$ cat src/rtl/lifo_rev_pkg.sv
// Shared types and defaults for the LIFO frame reverser.
package lifo_rev_pkg;

  typedef enum logic [1:0] {
    ST_FILL    = 2'd0,
    ST_DRAIN   = 2'd1,
    ST_DISCARD = 2'd2
  } state_t;

  localparam int DATA_W_DEF = 8;
  localparam int DEPTH_DEF  = 8;
  localparam int DROP_CNT_W = 8;

endpackage

$ cat src/rtl/lifo_rev_stack.sv
// Push/pop stack: storage array plus occupancy pointer. Top is always mem[count-1].
module lifo_rev_stack
  import lifo_rev_pkg::*;
#(
  parameter int DATA_W = DATA_W_DEF,
  parameter int DEPTH  = DEPTH_DEF,
  parameter int PTR_W  = $clog2(DEPTH) + 1
) (
  input  logic              clk,
  input  logic              rst,
  input  logic              push,
  input  logic              pop,
  input  logic [DATA_W-1:0] wdata,
  output logic [DATA_W-1:0] top,
  output logic [PTR_W-1:0]  count,
  output logic              full,
  output logic              empty
);

  localparam int AW = $clog2(DEPTH);
  localparam logic [PTR_W-1:0] ONE     = PTR_W'(1);
  localparam logic [PTR_W-1:0] DEPTH_P = PTR_W'(DEPTH);

  logic [DATA_W-1:0] mem_q [DEPTH];
  logic [PTR_W-1:0]  cnt_q, cnt_d;
  logic [AW-1:0]     wr_idx, rd_idx;

  assign full   = (cnt_q == DEPTH_P);
  assign empty  = (cnt_q == '0);
  assign count  = cnt_q;
  assign wr_idx = AW'(cnt_q);
  assign rd_idx = AW'(cnt_q - ONE);
  assign top    = mem_q[rd_idx];

  // Occupancy update; guards keep count inside 0..DEPTH even on a stray request.
  always_comb begin
    cnt_d = cnt_q;
    if (push && !full)       cnt_d = cnt_q + ONE;
    else if (pop && !empty)  cnt_d = cnt_q - ONE;
  end

  // Occupancy register; reset empties the stack in one cycle.
  always_ff @(posedge clk) begin
    if (rst) cnt_q <= '0;
    else     cnt_q <= cnt_d;
  end

  // Storage write at the current fill level; contents are never cleared.
  always_ff @(posedge clk) begin
    if (push && !full) mem_q[wr_idx] <= wdata;
  end

endmodule

$ cat src/rtl/lifo_frame_reverser.sv
// Frame reverser: pushes an incoming byte frame, then pops it out in reverse.
// Frames longer than the stack are truncated; the excess is discarded until s_last.
// Optional build macro LIFO_REV_DROP_CNT_EN adds a saturating drop_cnt output.
module lifo_frame_reverser
  import lifo_rev_pkg::*;
#(
  parameter int DATA_W = DATA_W_DEF,
  parameter int DEPTH  = DEPTH_DEF,
  parameter int PTR_W  = $clog2(DEPTH) + 1
) (
  input  logic              clk,
  input  logic              rst,
  input  logic [DATA_W-1:0] s_data,
  input  logic              s_valid,
  input  logic              s_last,
  output logic              s_ready,
  output logic [DATA_W-1:0] m_data,
  output logic              m_valid,
  output logic              m_last,
  input  logic              m_ready,
  output logic [PTR_W-1:0]  count,
  output logic              busy
`ifdef LIFO_REV_DROP_CNT_EN
  , output logic [DROP_CNT_W-1:0] drop_cnt
`endif
);

  localparam logic [PTR_W-1:0] ONE      = PTR_W'(1);
  localparam logic [PTR_W-1:0] DEPTH_M1 = PTR_W'(DEPTH - 1);

  state_t state_q, state_d;
  logic   trunc_q, trunc_d;
  logic   s_acc, m_acc, push, pop, full, empty;

  assign s_acc = s_valid && s_ready;
  assign m_acc = m_valid && m_ready;
  assign push  = s_acc && (state_q == ST_FILL);
  assign pop   = m_acc;

  lifo_rev_stack #(
    .DATA_W(DATA_W),
    .DEPTH (DEPTH),
    .PTR_W (PTR_W)
  ) u_stack (
    .clk  (clk),
    .rst  (rst),
    .push (push),
    .pop  (pop),
    .wdata(s_data),
    .top  (m_data),
    .count(count),
    .full (full),
    .empty(empty)
  );

  // State and truncation flag registers.
  always_ff @(posedge clk) begin
    if (rst) begin
      state_q <= ST_FILL;
      trunc_q <= 1'b0;
    end else begin
      state_q <= state_d;
      trunc_q <= trunc_d;
    end
  end

  // Next state: fill ends on s_last or when the push fills the stack (truncation).
  always_comb begin
    state_d = state_q;
    trunc_d = trunc_q;
    case (state_q)
      ST_FILL: begin
        if (s_acc) begin
          if (s_last) begin
            state_d = ST_DRAIN;
            trunc_d = 1'b0;
          end else if (count == DEPTH_M1) begin
            state_d = ST_DRAIN;
            trunc_d = 1'b1;
          end
        end
      end
      ST_DRAIN: begin
        if (m_acc && count == ONE) state_d = trunc_q ? ST_DISCARD : ST_FILL;
      end
      ST_DISCARD: begin
        if (s_acc && s_last) begin
          state_d = ST_FILL;
          trunc_d = 1'b0;
        end
      end
      default: begin
        state_d = ST_FILL;
        trunc_d = 1'b0;
      end
    endcase
  end

  // Handshake outputs decoded from state and occupancy only (no m_ready path to m_valid).
  always_comb begin
    s_ready = 1'b0;
    m_valid = 1'b0;
    m_last  = 1'b0;
    case (state_q)
      ST_FILL:    s_ready = !full;
      ST_DRAIN: begin
        m_valid = !empty;
        m_last  = (count == ONE);
      end
      ST_DISCARD: s_ready = 1'b1;
      default:    s_ready = 1'b0;
    endcase
    busy = !((state_q == ST_FILL) && empty);
  end

`ifdef LIFO_REV_DROP_CNT_EN
  logic [DROP_CNT_W-1:0] drop_cnt_q;

  // Count bytes thrown away after a truncated frame; saturates, cleared only by reset.
  always_ff @(posedge clk) begin
    if (rst)                                                       drop_cnt_q <= '0;
    else if (s_acc && state_q == ST_DISCARD && drop_cnt_q != '1)   drop_cnt_q <= drop_cnt_q + 1'b1;
  end

  assign drop_cnt = drop_cnt_q;
`endif

endmodule

$ cat config.mk
export PLATFORM = sky130hd
export DESIGN_NAME = lifo_frame_reverser
export DESIGN_NICKNAME = d
export VERILOG_FILES = /design/src/rtl/lifo_rev_pkg.sv /design/src/rtl/lifo_rev_stack.sv /design/src/rtl/lifo_frame_reverser.sv
export SDC_FILE = /design/constraint.sdc
export NUM_CORES = 1
export LEC_CHECK = 0
export CAP_MARGIN = 20
export CORE_UTILIZATION = 56
export DETAILED_ROUTE_END_ITERATION = 6
export PLACE_DENSITY = 0.79
export SYNTH_ARGS = -nofsm -noshare
export SYNTH_HDL_FRONTEND = slang
export SYNTH_SLANG_ARGS = --single-unit
export TNS_END_PERCENT = 10
$ cat constraint.sdc
create_clock -name clk -period 3.72 [get_ports clk]
set_clock_uncertainty 0.15 [all_clocks]
set_input_delay 0.93 -clock clk [delete_from_list [all_inputs] [get_ports clk]]
set_output_delay 0.93 -clock clk [all_outputs]
set_load 0.005 [all_outputs]
==> summary.md <==
| Metric | Value |
|---|---|
| Status | finished clean |
| Initial Util | 58.7% |
| Clk pwr share | 32.3% |
| Arrival @ worst endpoint | approximately 2500 ps |
| TritonRoute pass-1 iters | 5 |
| Synthesis Warnings | 0 |
| Post-layout nets | ~230 |
| HPWL Detailed | ~3700 um |
| Internal power | 1.37 mW |
| Clock Path Buffers | 2 |
| Clock tree sinks | 71 |
| Die Footprint | 5680 sq um |
| Initial DRC Count | roughly 200 |
| Sequential share of the synthesized area | 68.4% |
| Count leader, synth | edfxtp_1 |
| VDD IR-drop max | between 0.0003 and 0.0004 V |
| Critical path's top delay family | buffers and inverters |
| Synth top area share | 63.7% |
| Mapped Cells | 168 |
| Worst endpoint required time | 2640 ps |
| Final worst-path cycle share | 97.0% |
| Leading area contributor after synthesis | edfxtp_1 |
| Fin crit period | 3610 ps |
| Initial antenna violation count | 0 |
| Global Route Usage Sum | a little under a quarter |
| Final WL | between 5000 and 6000 um |
| WS Path Type | reg -> out |
| Max-cap violations | 0 |
| H-tree Lvls | 3 |
| R2R setup slack | 1480 ps |
| Hold path endpoint | state_q[1] |
| First-pass GRT wire length | 8760 um |
| Crit path cell chain | inv_1, ha_2, buf_12, mux4_1, mux2_2, clkdlybuf4s50_1 |
| Fmax | 277 MHz |
| Max-slew violations | 0 |
| Num ports | 29 |
| TNS Setup | 0 ps |
| Commonest cells post-synth | edfxtp_1, mux4_1, nor2_1, mux2_2 |
| # hold bufs at CTS | 0 |
| R2R depth | 6 |
| Final Hold Vio Count | 0 |
| Port Buf Inserts | 28 |
| Main flop type after synthesis | edfxtp_1 |
| RSZ-0062 raised after global routing | no |
| Slowest CP cell | ha_2 |
| Placer Congestion | 0.896 |
| Leakage | 1.22 nW |
| Post-Syn Nets | about 190 |
| Worst-Skew Late Latency | approximately 340 ps |
| Worst-Margin Slew | between 400 and 500 ps |
| Core box area | 5140 sq um |
| Vias/cell | 5.90 |
| CTS tree | yes |
| Placed Area | between 3000 and 4000 sq um |
| DRC Markers | 0 |
| Pwr/cell area | 487 nW/um^2 |
| #FFs+latches synth | slightly above 70 |
| Ratio of cells with drive above 1 in the final layout | 19.4% |
| Critical Path Sink Type | output port |
| Post-synth EDFFs | 64 |
| Crit Reg-Reg Endpoint | u_stack.mem_q[7][0] |
| Clk root buf | clkbuf_8 |
| Hold Crit Class | reg -> reg |
| Filler cell count in the final layout | between 300 and 400 |
| Critical Path Start Type | flip-flop |
| Syn-to-layout area delta | 20.1% |
| Startpoint of the worst register-to-register path | u_stack.count[1] |
| # setup viols final | 0 |
| CP max stage delay | 460 ps |
| Library cells used by synthesis | 37 |
| Vias | 1686 |
| Hold_sp | trunc_q |
| Fin area | 3620 sq um |
| Syn Area/Cell | 18.0 sq um |
| Hold path cells | 2 |
| Wire per inst | 20.3 um |
| Power, Total | 1.77 mW |
| Clk slew on worst S/H paths | 70 ps |
| Critical path buffers and inverters | 3 |
| Post-synthesis async set-or-reset flop share | 0% |
| Total CTS buffers | 9 |
| Comb pwr share | about 16% |
| Maximum number of pins on one net before global-route repair | 27 |
| Psw | 0.399 mW |
| Vias in the first global route | between 1500 and 2000 |
| Chip width | 75.4 um |
| Grt ovf | 0 |
| Mapped Area | 3020 sq um |
| Net Sw Frac | a little under a quarter |
| Synth top area cells | edfxtp_1, mux4_1, dfxtp_1, mux2_2, mux4_2 |
| Maximum fanout along the worst path | 12 |
| Die Y | 75.4 um |
| Seq pwr share | 51.3% |
| Slew HR | 68.8% |
| Diode count | 0 |
| Routed Antenna Nets | 0 |
| FP Rows | 26 |
## flip-flops by register name, indices dropped and copies added (netlist names)
name	flops
trunc_q	1
u_stack.count	4
state_q	2
u_stack.mem_q	64
## per-stage QoR
step                      hold WS, ps  utilization [%]  worst slack (ps)  std cells
final                             358             70.5               112        286
after global routing              372             70.5              20.4        286
after CTS                         359             70.5               109        286
after detailed placement          350             66.9               322        271
after global placement            318             66.9               406        271
after floorplan                   296                -               511        168
## placed cells by master (no fill, tap or decap), drive strengths merged
master         Yosys  routed
clkbuf             3      11
buf                4      12
ha                 4       4
a41oi              1       1
or3b               1       1
mux2              10      10
nor2b              5       5
o21ai              2       2
edfxtp            64      64
or3                1       1
and3b              1       1
and2               1       1
a22oi              1       1
nor2              11      11
clkinv             0       2
dfxtp              7       7
mux2i              1       1
bufinv             0       1
inv                2       2
nor4               1       1
a21oi              5       5
o21ba              1       1
o211ai             1       1
mux4              16      16
xor2               1       1
nand3b             1       1
nor3               7       7
a211oi             1       1
nand3              2       2
clkdlybuf4s50      0      28
nand4              2       2
a2bb2oi            1       1
clkinvlp           0       1
and3               1       1
nand2b             2       2
o21a               1       1
nand2              6       6
## worst max path at each step
stage,start,to,slack (ps),cells after the start
floorplan,u_stack.count[0],m_data[5],510,8
global placement,u_stack.count[1],m_data[3],410,6
detailed placement,u_stack.count[1],m_data[3],320,6
CTS,u_stack.count[1],m_data[3],110,6
global route,u_stack.count[1],m_data[0],20,6
finish,u_stack.count[1],m_data[7],110,6
## final cells by class
type	instances	area, sq um	area share, %
timing repair buffer	40	383	10.6
clock inverter	4	47.5	1.31
clock buffer	11	131	3.63
sequential	71	2060	56.9
inverter	2	7.51	0.207
tap	70	87.6	2.42
multi-input combinational	88	903	24.9
## worst register-to-register path: stages, from the launching register on
cell and delay [ps]:
dfxtp_2 410, inv_1 130, ha_2 220, nand3b_1 140, nand4_1 240, nor2_1 410, buf_4 250
## cells by family after synthesis
group | Yosys count | synth area share (%)
flip-flops | 71 | 68.4
AND/OR/NAND/NOR | 42 | 7.22
multiplexers | 27 | 17.6
AO/OA/AOI/OAI | 14 | 3.07
buffers and inverters | 9 | 1.78
adder cells (fa/ha/maj) | 4 | 1.66
XOR/XNOR | 1 | 0.290
## per-layer routing
metal	up-vias	global-route usage, %	part of all wire (%)
met4	0	14.4	1.7
met5	-	0	0
met2	81	36.8	51
li1	769	-	-
met1	828	28.6	39
met3	8	7.41	8.5
## repair_timing
item	4_1_cts	5_1_grt
endpoints found under the hold margin	0	0
endpoints found under the setup margin	6	0
resized for setup	2	0
setup buffers	0	0
## power groups by stage
stage | clock network [mW] | registers [mW] | logic, mW
after floorplan | 0 | 0.920 | 0.154
after global placement | 0 | 0.920 | 0.280
after detailed placement | 0 | 0.923 | 0.288
after CTS | 0.577 | 0.906 | 0.293
after global routing | 0.609 | 0.908 | 0.310
final | 0.569 | 0.906 | 0.290
No activity file was read; power rests on OpenSTA's default activity.
